### config.mk
export PLATFORM = sky130hd
export DESIGN_NAME = pipe_stage_buf
export DESIGN_NICKNAME = d
export VERILOG_FILES = /design/src/rtl/pipe_pkg.sv /design/src/rtl/pipe_entry_reg.sv /design/src/rtl/pipe_stage_buf.sv
export SDC_FILE = /design/constraint.sdc
export NUM_CORES = 1
export LEC_CHECK = 0
export BUFFER_PORTS_ARGS = -buffer_cell sky130_fd_sc_hd__buf_2
export CORE_MARGIN = 1.5
export CORE_UTILIZATION = 49
export DETAILED_ROUTE_END_ITERATION = 16
export HOLD_SLACK_MARGIN = 0.15
export MAX_ROUTING_LAYER = met4
export PLACE_DENSITY = 0.77
export SLEW_MARGIN = 10
export SYNTH_ARGS = -nofsm -noshare
export SYNTH_HDL_FRONTEND = slang
export SYNTH_SLANG_ARGS = --single-unit
### constraint.sdc
create_clock -name clk -period 2.7 [get_ports clk]
set_input_delay 0.27 -clock clk [delete_from_list [all_inputs] [get_ports clk]]
set_output_delay 0.27 -clock clk [all_outputs]
set_load 0.1 [all_outputs]
### src/rtl/pipe_pkg.sv
// Shared types for pipeline stage buffers.
// ID/EX bundle layouts, widths and the buffer state encoding.
package pipe_pkg;

  localparam int IDEX_CTRL_W = 15;
  localparam int IDEX_DATA_W = 175;

  typedef struct packed {
    logic       reg_write;
    logic       mem_read;
    logic       mem_write;
    logic       mem_to_reg;
    logic       branch;
    logic       jump;
    logic       alu_src;
    logic       lui;
    logic       auipc;
    logic [3:0] alu_op;
    logic [1:0] wb_sel;
  } idex_ctrl_t;

  typedef struct packed {
    logic [31:0] pc;
    logic [31:0] pc4;
    logic [31:0] rs1_val;
    logic [31:0] rs2_val;
    logic [31:0] imm;
    logic [4:0]  rs1;
    logic [4:0]  rs2;
    logic [4:0]  rd;
  } idex_data_t;

  typedef enum logic [1:0] {
    EMPTY = 2'd0,
    ONE   = 2'd1,
    FULL  = 2'd2
  } stage_state_e;

  function automatic logic [1:0] occ_of(stage_state_e s);
    unique case (s)
      ONE:     return 2'd1;
      FULL:    return 2'd2;
      default: return 2'd0;
    endcase
  endfunction

endpackage

### src/rtl/pipe_entry_reg.sv
// One ctrl+data payload register of a stage buffer.
// Clears take priority over load so a flush always wins.
module pipe_entry_reg #(
  parameter int CTRL_W = 15,
  parameter int DATA_W = 175
) (
  input  logic              clk,
  input  logic              rst_n,
  input  logic              load_i,
  input  logic              clr_ctrl_i,
  input  logic              clr_data_i,
  input  logic [CTRL_W-1:0] ctrl_i,
  input  logic [DATA_W-1:0] data_i,
  output logic [CTRL_W-1:0] ctrl_o,
  output logic [DATA_W-1:0] data_o
);

  logic [CTRL_W-1:0] ctrl_q;
  logic [DATA_W-1:0] data_q;

  always_ff @(posedge clk or negedge rst_n) begin
    if (!rst_n) begin
      ctrl_q <= '0;
      data_q <= '0;
    end else begin
      if (clr_ctrl_i)  ctrl_q <= '0;
      else if (load_i) ctrl_q <= ctrl_i;
      if (clr_data_i)  data_q <= '0;
      else if (load_i) data_q <= data_i;
    end
  end

  assign ctrl_o = ctrl_q;
  assign data_o = data_q;

endmodule

### src/rtl/pipe_stage_buf.sv
// Reusable pipeline stage register with valid/ready handshake,
// optional 2-entry skid buffer, flush with bubble and drop count.
module pipe_stage_buf
  import pipe_pkg::*;
#(
  parameter int CTRL_W         = IDEX_CTRL_W,
  parameter int DATA_W         = IDEX_DATA_W,
  parameter int SKID           = 1,
  parameter int FLUSH_CLR_DATA = 0,
  parameter int CNT_W          = 16
) (
  input  logic              clk,
  input  logic              rst_n,
  input  logic              flush,
  input  logic              in_valid,
  output logic              in_ready,
  input  logic [CTRL_W-1:0] in_ctrl,
  input  logic [DATA_W-1:0] in_data,
  output logic              out_valid,
  input  logic              out_ready,
  output logic [CTRL_W-1:0] out_ctrl,
  output logic [DATA_W-1:0] out_data,
  output logic [1:0]        occupancy,
  output logic [CNT_W-1:0]  drop_cnt
);

  stage_state_e      state_q, state_d;
  logic              in_ready_q, in_ready_d;
  logic [1:0]        occ_q, occ_d;
  logic [CNT_W-1:0]  drop_q, drop_d;
  logic [CNT_W:0]    drop_sum;
  logic [1:0]        drop_inc;
  logic              in_fire, out_fire;
  logic              m_load, m_from_s, clr_data;
  logic [CTRL_W-1:0] m_ctrl, s_ctrl, m_ctrl_in;
  logic [DATA_W-1:0] m_data, s_data, m_data_in;

  assign out_valid = (state_q != EMPTY);
  assign in_fire   = in_valid && in_ready;
  assign out_fire  = out_valid && out_ready;
  assign clr_data  = flush && (FLUSH_CLR_DATA != 0);

  always_ff @(posedge clk or negedge rst_n) begin
    if (!rst_n) begin
      state_q    <= EMPTY;
      in_ready_q <= 1'b1;
      occ_q      <= 2'd0;
      drop_q     <= '0;
    end else begin
      state_q    <= state_d;
      in_ready_q <= in_ready_d;
      occ_q      <= occ_d;
      drop_q     <= drop_d;
    end
  end

  always_comb begin
    state_d = state_q;
    if (SKID != 0) begin
      unique case (state_q)
        EMPTY: if (in_fire) state_d = ONE;
        ONE: begin
          if (in_fire && !out_ready)
            state_d = FULL;
          else if (out_fire && !in_valid)
            state_d = EMPTY;
        end
        FULL:    if (out_fire) state_d = ONE;
        default: state_d = EMPTY;
      endcase
    end else begin
      if (in_fire)       state_d = ONE;
      else if (out_fire) state_d = EMPTY;
    end
    if (flush) state_d = EMPTY;

    in_ready_d = (state_d != FULL);
    occ_d      = occ_of(state_d);

    // Head consumed in the flush cycle is delivered, not dropped.
    drop_inc = occ_q - {1'b0, out_fire};
    drop_sum = {1'b0, drop_q} + (CNT_W+1)'(drop_inc);
    drop_d   = drop_q;
    if (flush)
      drop_d = drop_sum[CNT_W] ? '1 : drop_sum[CNT_W-1:0];
  end

  always_comb begin
    m_from_s  = (state_q == FULL);
    m_load    = !flush && (m_from_s ? out_fire
                : (in_fire && (state_q == EMPTY || out_ready)));
    m_ctrl_in = m_from_s ? s_ctrl : in_ctrl;
    m_data_in = m_from_s ? s_data : in_data;
    out_ctrl  = out_valid ? m_ctrl : '0;
    out_data  = m_data;
    occupancy = occ_q;
  end

  pipe_entry_reg #(
    .CTRL_W(CTRL_W),
    .DATA_W(DATA_W)
  ) u_m (
    .clk       (clk),
    .rst_n     (rst_n),
    .load_i    (m_load),
    .clr_ctrl_i(flush),
    .clr_data_i(clr_data),
    .ctrl_i    (m_ctrl_in),
    .data_i    (m_data_in),
    .ctrl_o    (m_ctrl),
    .data_o    (m_data)
  );

  generate
    if (SKID != 0) begin : g_skid
      logic s_load;
      assign s_load   = !flush && (state_q == ONE)
                        && in_fire && !out_ready;
      assign in_ready = in_ready_q;
      pipe_entry_reg #(
        .CTRL_W(CTRL_W),
        .DATA_W(DATA_W)
      ) u_s (
        .clk       (clk),
        .rst_n     (rst_n),
        .load_i    (s_load),
        .clr_ctrl_i(flush),
        .clr_data_i(clr_data),
        .ctrl_i    (in_ctrl),
        .data_i    (in_data),
        .ctrl_o    (s_ctrl),
        .data_o    (s_data)
      );
    end else begin : g_single
      assign in_ready = !out_valid || out_ready;
      assign s_ctrl   = '0;
      assign s_data   = '0;
    end
  endgenerate

  assign drop_cnt = drop_q;

endmodule
# Word level (Yosys, flattened, before mapping)
# Index checks and enable logic that the tools add are counted.
# W data, S select, Z words.
dict set report word_totals {
  ff_bits 401
  elab_cells 48
  output_inout_bits 210
}
dict set report classes {
  n_mux 16
  addsub 2
  n_eq_ne 5
  n_reduce_logical 17
}
# operator count
set ops {}
lappend ops {{$mux W175} 1}
lappend ops {{$mux W15} 6}
lappend ops {{$add A16 B2 Y17} 1}
lappend ops {{$mux W16} 1}
lappend ops {{$mux W2} 5}
lappend ops {{$logic_and A1 B1 Y1} 9}
lappend ops {{$pmux W2 S3} 1}
lappend ops {{$reduce_bool A2 Y1} 3}
lappend ops {{$eq A2 B1 Y1 const B} 2}
lappend ops {{$eq A2 B2 Y1 const B} 2}
lappend ops {{$pmux W2 S2} 1}
lappend ops {{$logic_not A1 Y1} 3}
lappend ops {{$logic_not A2 Y1} 1}
lappend ops {{$ne A2 B2 Y1 const B} 1}
lappend ops {{$sub A2 B1 Y2} 1}
lappend ops {{$logic_or A1 B1 Y1} 1}
lappend ops {{$mux W1} 1}

# Logic depth before layout (Yosys ltp)
# Gate-level depths: netlist of run 1.
dict set report depth {
  ltp_word 9
  mapped_depth 13
  depth_no_buf 10
}

# Modules after synthesis
# Synthesis of run 1 repeated with hierarchy kept, for this count alone.
dict set report hier_totals {
  cells_unflattened 1562
  area_unflattened_um2 18750.5
}
# mod area_each_um2 n_inst seq_area_each_um2 cells_per_inst
set by_module_without_submodules {}
lappend by_module_without_submodules {pipe_entry_reg 7646.1 2 4754.6 611}
lappend by_module_without_submodules {pipe_stage_buf 3458.3 1 526.8 340}

# Worst setup path after synthesis of run 1
# Ideal clock, no wire load.
dict set report synth_timing {
  path_type {flip-flop to flip-flop}
  from {register state_q[1]}
  to {register drop_q[11], in the netlist drop_cnt[11]}
  path_slack_ns -0.872
  path_buffers 3
  setup_ns 0.071
  stages_incl_launch_ff 14
  t_arrival_ns 3.502
  required_time_ns 2.629
  cell_sequence {dfrtp_1 -> or2_2 -> clkbuf_1 -> clkbuf_1 -> and2_1 -> ha_1 -> inv_1 -> ha_1 -> fa_1 -> nand4_1 -> or4_1 -> buf_2 -> nand2_1 -> mux2_1}
}
dict set report synth_via {
  elab_chain_len 5
}
# element line
set synth_lines {}
lappend synth_lines {{start, declared} pipe_stage_buf.sv:27} ;# stage_state_e state_q, state_d;
lappend synth_lines {{start signal, assigned} pipe_stage_buf.sv:50} ;# state_q <= state_d;
lappend synth_lines {{$reduce_bool A2 Y1} pipe_stage_buf.sv:38} ;# assign out_valid = (state_q != EMPTY);
lappend synth_lines {{named net out_valid} pipe_stage_buf.sv:19} ;# output logic out_valid,
lappend synth_lines {{$logic_and A1 B1 Y1} pipe_stage_buf.sv:40} ;# assign out_fire = out_valid && out_ready;
lappend synth_lines {{$sub A2 B1 Y2} pipe_stage_buf.sv:81} ;# drop_inc = occ_q - {1'b0, out_fire};
lappend synth_lines {{$add A16 B2 Y17} pipe_stage_buf.sv:82} ;# drop_sum = {1'b0, drop_q} + (CNT_W+1)'(drop_inc);
lappend synth_lines {{$mux W16} pipe_stage_buf.sv:85} ;# drop_d = drop_sum[CNT_W] ? '1 : drop_sum[CNT_W-1:0];
lappend synth_lines {{end signal, assigned} pipe_stage_buf.sv:53} ;# drop_q <= drop_d;
lappend synth_lines {{end, declared} pipe_stage_buf.sv:30} ;# logic [CNT_W-1:0] drop_q, drop_d;
# The timed path passes the listed nets, and every way through them passes these cells.
# A chain may end at the register's enable or synchronous reset.

# Worst setup path in the final report of run 1
dict set report layout_timing {
  from {register state_q[0]}
  to {register drop_q[10], in the netlist drop_cnt[10]}
}
dict set report layout_via {
  elab_chain_len 5
}
# element line
set layout_lines {}
lappend layout_lines {{$reduce_bool A2 Y1} pipe_stage_buf.sv:38}
lappend layout_lines {{$logic_and A1 B1 Y1} pipe_stage_buf.sv:40}
lappend layout_lines {{$sub A2 B1 Y2} pipe_stage_buf.sv:81}
lappend layout_lines {{$add A16 B2 Y17} pipe_stage_buf.sv:82}
lappend layout_lines {{$mux W16} pipe_stage_buf.sv:85}
# Every way passes these cells.

==> flow_summary_export.csv, run 1 <==
group,metric,value,unit
clocking,numClockSinks,401,
cells_and_area,drive_gt1_share,20.6,%
detailed_routing,postRouteWirelength,50.5,mm
floorplanning,die_w,189,um
floorplanning,pin_count,405,
detailed_routing,dr.pass1.iters,5,
detailed_routing,viasPerCell,5.39,
min_path,hp-start,"flush",
sta,rsz0062_at_grt,"no",
synth,syn-cell-area,17000,sq um
sta,slew_viol_final,0,
synth,ys_top_cells_by_area,"dfrtp_1 59%, nand2_1 21%, a31oi_1 6.5%, nor2_1 4.3%, buf_2 1.4%",
setup_path,rrSetupSlack,0.19,ns
min_path,worstHoldEndpoint,"state_q[0]$_DFF_PN0_",
synth,synth.avg_cell_area,8.65,sq um
min_path,hp-class,"input pin to register",
floorplanning,rows,68,
synth,synth_xor_area_share,0.360,%
sta,worst_pin_slew,0.642,ns
setup_path,crit_buf_inv,0,
place,numPortBuffers,404,
synth,synth_top_cell_area_share,58.8,%
detailed_routing,dr_total_vias,16164,
power_and_ir_drop,ir_drop,0.707,mV
place,gp_congestion,0.851,
synth,synth.area.mux_share,0.382,%
synth,yosys.area_share.adder,0.338,%
floorplanning,die_y,189,um
synth,ys_types,42,
synth,yosysSeqAreaShare,59.0,%
cells_and_area,area_growth_syn_to_layout,34.3,%
min_path,hold_depth,2,
cells_and_area,fin_nets,2706,
grt,grt_pass1_vias,15979,
synth,synth_fp_nets,2166,
sta,timing.final.crit_share,92.8,%
synth,yosysWarnings,0,
flow_run,cap_violations,0,
clocking,clk_path_buf_depth,3,
synth,post-synth-top-area-cell,"dfrtp_1",
grt,antenna_found_initial,2,
sta,setup_slack,0.194,ns
cells_and_area,register_area,10000,sq um
place,dp_hpwl,28.5,mm
setup_path,critPathLaunchType,"register",
grt,overflow,0,
place,place_ws,0.202,ns
setup_path,critPathMaxFanout,12,
synth,synthCells,1967,
floorplanning,fp.coreArea,34400,sq um
power_and_ir_drop,power_leakage,0.0114,uW
grt,grt_usage,28.7,%
setup_path,cp_slowest_stage_delay,0.64,ns
setup_path,slowest_stage,"or4_4",
detailed_routing,detail_route.wl_per_cell,16.9,um
clocking,clk_pin_slew_worst_paths,0.05,ns
clocking,cts_setup_buffers,0,
synth,yosys.area_share.simple,27.7,%
cells_and_area,fill_cells,2493,
power_and_ir_drop,powerDensity,923,nW/um^2
cells_and_area,multiInputGateArea,6340,sq um
power_and_ir_drop,power,21100,uW
sta,period_needed,2.51,ns
detailed_routing,drc_errors,0,
setup_path,arrival,2.96,ns
clocking,tritoncts,"yes",
sta,slew_headroom,57.2,%
setup_path,crit_type,"register to register",
synth,ys_ff_latch,401,
run_status,status,"complete, no violations",
floorplanning,start_util,49.5,%
grt,grt_pass1_wl,80.9,mm
synth,synth_top_family_by_area,"simple AND/OR/NAND/NOR gates",
detailed_routing,drt_iter0_drc,1114,
clocking,ctsHtreeMaxLevel,2,
clocking,clock_latency,0.55,ns
setup_path,reg2reg_depth,9,
sta,fmax,0.399,GHz
setup_path,r2r-start,"state_q[0]$_DFF_PN0_",
clocking,clockRootBuffer,"clkbuf_16",
setup_path,crit_path_end_kind,"register",
setup_path,crit_chain,"or2_4 > and2_4 > ha_4 > xor2_2 > fa_2 > nand4_1 > or4_4 > nor3b_2 > a21oi_1",
setup_path,critPathRequiredTime,3.16,ns
sta,setup_viol,0,
grt,grt_max_degree,114,
sta,skew,0.0162,ns
detailed_routing,ant_nets,0,
sta,finalHoldViolCount,0,
setup_path,r2r_end,"drop_cnt[10]$_DFFE_PN0P_",
synth,synth_compound_area_share,7.88,%
clocking,cts_made_buffers,43,
floorplanning,dieArea,35800,sq um
setup_path,critical-path-top-delay-family,"simple AND/OR/NAND/NOR gates",
==> state kept, by name (all words and copies together) (netlist names) <==
name               count
occupancy              2
g_skid.u_s.data_o    175
u_m.ctrl_o            15
u_m.data_o           175
drop_cnt              16
in_ready               1
state_q                2
g_skid.u_s.ctrl_o     15
==> cells in the mapped netlist (all sizes together) <==
cell type	instances
a21oi	5
a311oi	15
a31oi	178
and2	16
and3	2
and4	2
buf	76
clkbuf	58
dfrtp	400
dfstp	1
fa	1
ha	3
inv	3
mux2	4
mux2i	2
nand2	952
nand2b	3
nand3	6
nand3b	17
nand4	6
nand4bb	1
nor2	193
nor2b	1
nor3b	2
nor4	1
o2111a	1
o211a	1
o21ai	2
o21ba	1
o21bai	1
o31ai	2
or2	1
or3	1
or4	2
xnor2	2
xor2	5
==> cell families (layout without fill, tap and decap cells) <==
group / Yosys count / after routing
buffers and inverters: 137 / 711
muxes: 6 / 6
xor gates and xnor gates: 7 / 7
other: 0 / 2
AOI/OAI and AO/OA: 206 / 206
and+or+nand+nor: 1206 / 1206
adders and majority gates: 4 / 4
DFF: 401 / 401
==> stage by stage <==
step | setup TNS (ns) | hold slack [ns] | util, % | instance area, sq um | cells
after floorplan | -0.326 | -0.0256 | - | 17100 | 1967
after global placement | 0 | 0.278 | 56.6 | 19400 | 2724
after detailed placement | 0 | 0.271 | 56.6 | 19400 | 2724
after CTS | 0 | 0.175 | 66.4 | 22800 | 2996
after global routing | 0 | 0.227 | 66.4 | 22800 | 2998
final | 0 | 0.210 | 66.4 | 22800 | 2998
==> timing repair <==
action | 4_1_cts | 5_1_grt
endpoints found under the hold margin | 446 | 0
hold buffers | 193 | 0
resized for setup | 0 | 0
==> where the power goes <==
group	switching (uW)	leakage [uW]	internal (uW)	total (uW)
clock	2390	0.000716	3690	6080
sequential	758	0.00483	7240	8000
combinational	5630	0.00588	1370	7000
==> worst max-delay path by stage <==
stage	slack (ns)	startpoint	end	cells past startpoint
floorplan	-0.13	state_q[0]$_DFF_PN0_	drop_cnt[11]$_DFFE_PN0P_	13
global placement	0.25	state_q[0]$_DFF_PN0_	drop_cnt[10]$_DFFE_PN0P_	10
detailed placement	0.20	state_q[0]$_DFF_PN0_	drop_cnt[10]$_DFFE_PN0P_	9
CTS	0.17	state_q[0]$_DFF_PN0_	drop_cnt[10]$_DFFE_PN0P_	9
global route	0.02	state_q[0]$_DFF_PN0_	drop_cnt[10]$_DFFE_PN0P_	9
finish	0.19	state_q[0]$_DFF_PN0_	drop_cnt[10]$_DFFE_PN0P_	9
==> placed cells by master (no fill, tap or decap), types with 9 or more instances in the layout <==
cell / n
buf_2: 403
clkbuf_1: 14
nand3b_1: 17
clkbuf_16: 45
nand2_1: 952
buf_12: 17
nor2_1: 193
clkbuf_8: 9
a31oi_1: 177
and2_1: 15
dfrtp_1: 399
dlygate4sd3_1: 193
a311oi_1: 15
buf_4: 15
==> layer usage <==
layer | up-vias | wire, um | global-route usage [%]
li1 | 7414 | - | -
met1 | 7781 | 19600 | 34.6
met3 | 210 | 3490 | 4.95
met2 | 759 | 24900 | 46.5
met5 | - | 0 | -
met4 | 0 | 2640 | 14.8
==> worst reg2reg max path, cell delays in order, from the launching register on <==
cell,delay (ns)
dfrtp_1,0.38
or2_4,0.25
and2_4,0.14
ha_4,0.16
xor2_2,0.20
fa_2,0.26
nand4_1,0.11
or4_4,0.64
nor3b_2,0.19
a21oi_1,0.11
==> layout make-up <==
cell class | instances | share of cell area, %
multi-input combinational | 1429 | 27.8
clock buffer | 68 | 5.70
tap | 455 | 2.49
sequential | 401 | 43.9
timing repair buffer | 629 | 19.3
inverter | 3 | 0.0493
antenna | 2 | 0.0219
clock inverter | 11 | 0.690
Note: power is estimated with default switching activity, not from simulation.
==> run 2: changes to the inputs <==
Settings changed: REMOVE_ABC_BUFFERS from default to 1.
==> run 2 against run 1 <==
Against the previous run: worst setup slack worse by 0.12 ns; sequential power barely moved; cell count increased by 0.10%; first-iteration DRC count increased by 3.9%; power down 1.9%; fmax is 4.7% lower; clock skew decreased by 0.0049 ns; largest cell class unchanged; highest routed layer unchanged.
==> flow_summary_export.csv, run 2 (same netlist as run 1, synthesis figures left out) <==
group,metric,value,unit
cells_and_area,finalNonFillerCells,3001,
floorplanning,die_y,189,um
power_and_ir_drop,power,20700,uW
setup_path,slowest_stage,"dfrtp_1",
place,gp_congestion,0.849,
flow_run,cap_violations,0,
clocking,cts_made_buffers,42,
cells_and_area,layout_commonest_cell,"nand2_1",
place,placed_cells,2732,
cells_and_area,drive_gt1_share,20.4,%
cells_and_area,multiInputGateArea,6290,sq um
setup_path,critPathRequiredTime,3.11,ns
setup_path,crit_chain,"or2_2 > and2_1 > ha_1 > xor2_2 > ha_1 > a21oi_1 > nor3b_2 > buf_4 > nand3_1 > mux2_1",
floorplanning,rows,68,
clocking,ctsHtreeMaxLevel,2,
grt,grt_pass1_wl,80.2,mm
floorplanning,fp.coreArea,34400,sq um
detailed_routing,dr_total_vias,16061,
sta,fmax,0.380,GHz
power_and_ir_drop,power_leakage,0.0114,uW
setup_path,critPathMaxFanout,6,
setup_path,critPathLaunchType,"register",
sta,slew_headroom,54.4,%
clocking,clk_path_buf_depth,3,
cells_and_area,fin_nets,2713,
floorplanning,die_w,189,um
floorplanning,dieArea,35800,sq um
cells_and_area,fill_cells,2596,
clocking,clock_latency,0.52,ns
power_and_ir_drop,ir_drop,0.896,mV
clocking,numClockSinks,401,
sta,worst_pin_slew,0.684,ns
grt,overflow,0,
grt,antenna_found_initial,2,
sta,finalHoldViolCount,0,
sta,timing.final.crit_share,97.4,%
setup_path,rrSetupSlack,0.07,ns
setup_path,crit_type,"register to register",
cells_and_area,final_cell_mix,"952 x nand2_1, 403 x buf_2, 400 x dfrtp_1, 193 x nor2_1, 192 x dlygate4sd3_1",
setup_path,arrival,3.04,ns
grt,grt_max_degree,107,
sta,slew_viol_final,0,
place,dp_hpwl,29.4,mm
place,numPortBuffers,404,
clocking,clk_pin_slew_worst_paths,0.06,ns
floorplanning,pin_count,405,
clocking,clockRootBuffer,"clkbuf_16",
detailed_routing,drc_errors,0,
setup_path,crit_path_frequent_cell,"ha_1",
detailed_routing,dr.pass1.iters,5,
setup_path,crit_path_end_kind,"register",
detailed_routing,postRouteWirelength,50.1,mm
cells_and_area,register_area,10000,sq um
grt,grt_pass1_vias,15978,
min_path,hp-class,"input pin to register",
detailed_routing,detail_route.wl_per_cell,16.7,um
grt,grt_usage,28.4,%
cells_and_area,area_growth_syn_to_layout,33.8,%
power_and_ir_drop,powerDensity,908,nW/um^2
sta,period_needed,2.63,ns
sta,setup_viol,0,
sta,skew,0.0113,ns
setup_path,cp_slowest_stage_delay,0.37,ns
detailed_routing,viasPerCell,5.35,
clocking,tritoncts,"yes",
run_status,status,"complete, no violations",
sta,rsz0062_at_grt,"yes",
detailed_routing,drt_iter0_drc,1158,
floorplanning,start_util,49.5,%
detailed_routing,ant_nets,0,
[run 2: timing repair]
action                                 in CTS  in global routing
endpoints found under the hold margin     452                  0
pin swaps                                   0                  2
resized for setup                           1                  5
setup buffers                               0                  1
hold buffers                              192                  0
setup endpoints to repair                   1                 13
[run 2: worst paths after layout]
kind | start | end | cells after the start
worst max-delay path | state_q[1]$_DFF_PN0_ | drop_cnt[15]$_DFFE_PN0P_ | 10
worst min-delay path | in_valid | occupancy[0]$_DFF_PN0_ | 4
worst max register to register | state_q[1]$_DFF_PN0_ | drop_cnt[15]$_DFFE_PN0P_ | 10
worst min register to register | g_skid.u_s.data_o[16]$_DFFE_PN0P_ | g_skid.u_s.data_o[16]$_DFFE_PN0P_ | 2
max in group asynchronous | rst_n | g_skid.u_s.data_o[168]$_DFFE_PN0P_ | 3
min in group asynchronous | rst_n | u_m.data_o[0]$_DFFE_PN0P_ | 2
[run 2: cell type report]
cell class,instances,area share [%]
Clock buffer,69,5.74
Multi-Input combinational cell,1429,27.6
Sequential cell,401,44.1
Antenna cell,2,0.0220
Tap cell,455,2.50
Timing Repair Buffer,637,19.7
Clock inverter,5,0.236
Inverter,3,0.0495
[run 2: critical path: cells and delay by family, from the launching register on]
family	cells	cell delay, ns
AO/OA/AOI/OAI	1	0.29
XOR/XNOR	1	0.23
adder cells (fa/ha/maj)	2	0.47
buffers and inverters	1	0.17
flip-flops	1	0.37
multiplexers	1	0.32
AND/OR/NAND/NOR	4	0.65
[run 2: layer usage]
| metal | GRT usage (%) | share of wire, % | vias to the layer above |
|---|---|---|---|
| met1 | 34.8 | 39 | 7675 |
| met2 | 46.1 | 48 | 800 |
| met4 | 12.5 | 4.5 | 0 |
| met3 | 5.26 | 8.1 | 171 |
| li1 | - | - | 7415 |
| met5 | - | 0 | - |
[run 2: stage by stage]
stage | instance area [sq um] | util, % | hold WS (ns) | setup TNS [ns] | worst slack (ns)
after floorplan | 16300 | - | -0.0256 | -3438.94 | -11.59
after global placement | 19400 | 56.6 | 0.325 | 0 | 0.0468
after detailed placement | 19400 | 56.6 | 0.324 | -0.00773 | -0.00773
after CTS | 22700 | 66.1 | 0.178 | 0 | 0.0396
after global routing | 22800 | 66.2 | 0.230 | -0.133 | -0.0531
final | 22800 | 66.2 | 0.195 | 0 | 0.0703
[run 2: where the power goes]
part / internal [uW] / switching [uW]
combinational: 1370 / 5610
clock: 3380 / 2310
sequential: 7240 / 759
total: 12000 / 8680
==> run 3: changes to the inputs <==
Settings changed: ABC_CLOCK_PERIOD_IN_PS from default to 2700, HOLD_SLACK_MARGIN 0.15 to 0.05, PLACE_DENSITY 0.77 to 0.79.
==> run 3 against run 2 <==
Against the previous run: largest power group unchanged; clock power is 3% higher; cell count barely moved; critical endpoint is now drop_cnt[10]$_DFFE_PN0P_; sequential power is 0.5% higher; power up 1.1%; global-route usage is 0.55 points higher; worst setup slack gained 0.029 ns; combinational power up 0.6%; sequential share of layout area fell by 0.16 points; clock skew is essentially flat; largest cell class unchanged; critical path type unchanged; design area increased by 0.37%; non-clock buffer count shrank 4; hold slack worse by 0.11 ns.
==> flow_summary_export.csv, run 3 (same netlist as run 1, synthesis figures left out) <==
group,metric,value,unit
run_status,status,"complete, no violations",
setup_path,crit_chain,"or2_2 > and2_4 > ha_4 > inv_2 > ha_4 > fa_2 > nand4_1 > or4_4 > nor3b_2 > a21oi_1",
detailed_routing,dr.pass1.iters,6,
sta,rsz0062_at_grt,"no",
clocking,clock_latency,0.54,ns
grt,grt_usage,29.0,%
clocking,clk_path_buf_depth,3,
setup_path,reg2reg_depth,10,
power_and_ir_drop,pwr-share-clk,28.0,%
place,gp_congestion,0.872,
setup_path,critical-path-top-delay-family,"simple AND/OR/NAND/NOR gates",
clocking,numClockSinks,401,
power_and_ir_drop,p_seq_share,38.5,%
cells_and_area,final_cell_mix,"952 x nand2_1, 403 x buf_2, 400 x dfrtp_1, 193 x nor2_1, 192 x dlygate4sd3_1",
flow_run,cap_violations,0,
cells_and_area,drive_gt1_share,20.7,%
detailed_routing,ant_nets,0,
grt,grt_pass1_wl,81.2,mm
floorplanning,rows,68,
floorplanning,die_y,189,um
min_path,hp-start,"flush",
setup_path,crit_type,"register to register",
grt,grt_pass1_vias,16100,
floorplanning,pin_count,405,
setup_path,critPathLaunchType,"register",
power_and_ir_drop,switchingPower,8780,uW
clocking,clockRootBuffer,"clkbuf_16",
setup_path,cp_slowest_stage_delay,0.59,ns
power_and_ir_drop,power_leakage,0.0114,uW
detailed_routing,drt_iter0_drc,1199,
sta,slew_headroom,54.1,%
floorplanning,start_util,49.5,%
place,numPortBuffers,404,
cells_and_area,multiInputGateArea,6320,sq um
clocking,cts_made_buffers,42,
setup_path,crit_buf_inv,1,
grt,overflow,0,
setup_path,r2r_end,"drop_cnt[10]$_DFFE_PN0P_",
setup_path,critPathRequiredTime,3.15,ns
sta,finalHoldViolCount,0,
sta,period_needed,2.60,ns
setup_path,arrival,3.05,ns
min_path,hold_depth,2,
detailed_routing,drc_errors,0,
floorplanning,fp.coreArea,34400,sq um
place,place_ws,0.00517,ns
cells_and_area,area_growth_syn_to_layout,34.3,%
power_and_ir_drop,intPower,12100,uW
setup_path,rrSetupSlack,0.1,ns
clocking,ctsHtreeMaxLevel,2,
setup_path,slowest_stage,"or4_4",
power_and_ir_drop,powerDensity,915,nW/um^2
cells_and_area,fill_cells,2459,
sta,setup_slack,0.0995,ns
min_path,hp-class,"input pin to register",
sta,timing.final.crit_share,96.3,%
power_and_ir_drop,combPwrFrac,33.6,%
sta,skew,0.0115,ns
sta,fmax,0.385,GHz
power_and_ir_drop,ir_drop,0.678,mV
grt,antenna_found_initial,2,
power_and_ir_drop,power,20900,uW
sta,worst_pin_slew,0.689,ns
clocking,clk_pin_slew_worst_paths,0.06,ns
detailed_routing,viasPerCell,5.38,
setup_path,crit_path_frequent_cell,"ha_4",
detailed_routing,detail_route.wl_per_cell,17.0,um
clocking,tritoncts,"yes",
cells_and_area,layout_commonest_cell,"nand2_1",
detailed_routing,postRouteWirelength,51.1,mm
power_and_ir_drop,switching_share,42.0,%
cells_and_area,register_area,10000,sq um
place,dp_hpwl,29.1,mm
setup_path,critPathMaxFanout,6,
sta,setup_viol,0,
min_path,worstHoldEndpoint,"state_q[0]$_DFF_PN0_",
cells_and_area,fin_nets,2709,
setup_path,crit_path_end_kind,"register",
floorplanning,dieArea,35800,sq um
setup_path,r2r-start,"state_q[1]$_DFF_PN0_",
sta,slew_viol_final,0,
detailed_routing,dr_total_vias,16162,
grt,grt_max_degree,140,
floorplanning,die_w,189,um
==> run 3: cell count changes in the layout (fill, tap and decap cells not counted), sizes merged <==
cell | before | now
buf | 445 | 441
clkinvlp | 0 | 3
bufinv | 1 | 2
clkbuf | 69 | 68
diode | 2 | 3
clkinv | 4 | 5
==> run 3: final cells by class <==
type                            instances  share of cell area (%)
Tap cell                              455                    2.49
Antenna cell                            3                  0.0329
Multi-Input combinational cell       1429                    27.7
Clock buffer                           68                    5.70
Clock inverter                         10                   0.471
Sequential cell                       401                    43.9
Timing Repair Buffer                  633                    19.6
Inverter                                3                  0.0493
==> run 3: how the worst max path moves through the flow <==
stage	slack, ns	cells past startpoint	to	start
floorplan	-11.59	4	g_skid.u_s.ctrl_o[0]$_DFFE_PN0P_	in_ready$_DFF_PN1_
global placement	0.05	11	drop_cnt[9]$_DFFE_PN0P_	state_q[1]$_DFF_PN0_
detailed placement	0.005	11	drop_cnt[9]$_DFFE_PN0P_	state_q[1]$_DFF_PN0_
CTS	0.04	10	drop_cnt[15]$_DFFE_PN0P_	state_q[1]$_DFF_PN0_
global route	0.03	10	drop_cnt[10]$_DFFE_PN0P_	state_q[1]$_DFF_PN0_
finish	0.1	10	drop_cnt[10]$_DFFE_PN0P_	state_q[1]$_DFF_PN0_
==> run 3: power groups by stage <==
stage	logic, uW	registers [uW]	clock network (uW)
after floorplan	1520	11800	0
after global placement	6580	8010	0
after detailed placement	6690	8080	0
after CTS	6930	7990	5930
after global routing	7360	8170	6180
final	7010	8040	5850
==> run 3: metal layers <==
metal  GRT usage [%]  wire length, um
met3            5.86             4010
met5               -                0
met1            33.9            19700
met4            14.7             2240
met2            47.5            25100
==> run 3: timing repair <==
item,4_1_cts,5_1_grt
pin swaps,0,3
buffers inserted,0,1
setup endpoints to repair,1,5
endpoints found under the hold margin,444,0
resized for setup,1,12
hold buffers,192,0
==> run 3: through the flow <==
step           setup TNS (ns)  utilization [%]  instances  hold slack, ns  area (sq um)
2_1_floorplan        -3438.94                -       1833         -0.0256         16300
6_report                    0             66.5       3002          0.0834         22800
4_1_cts                     0             66.3       2998          0.0601         22800
5_1_grt                     0             66.5       3001          0.0825         22800
3_5_place_dp                0             56.6       2728           0.316         19400
3_3_place_gp                0             56.6       2728           0.315         19400
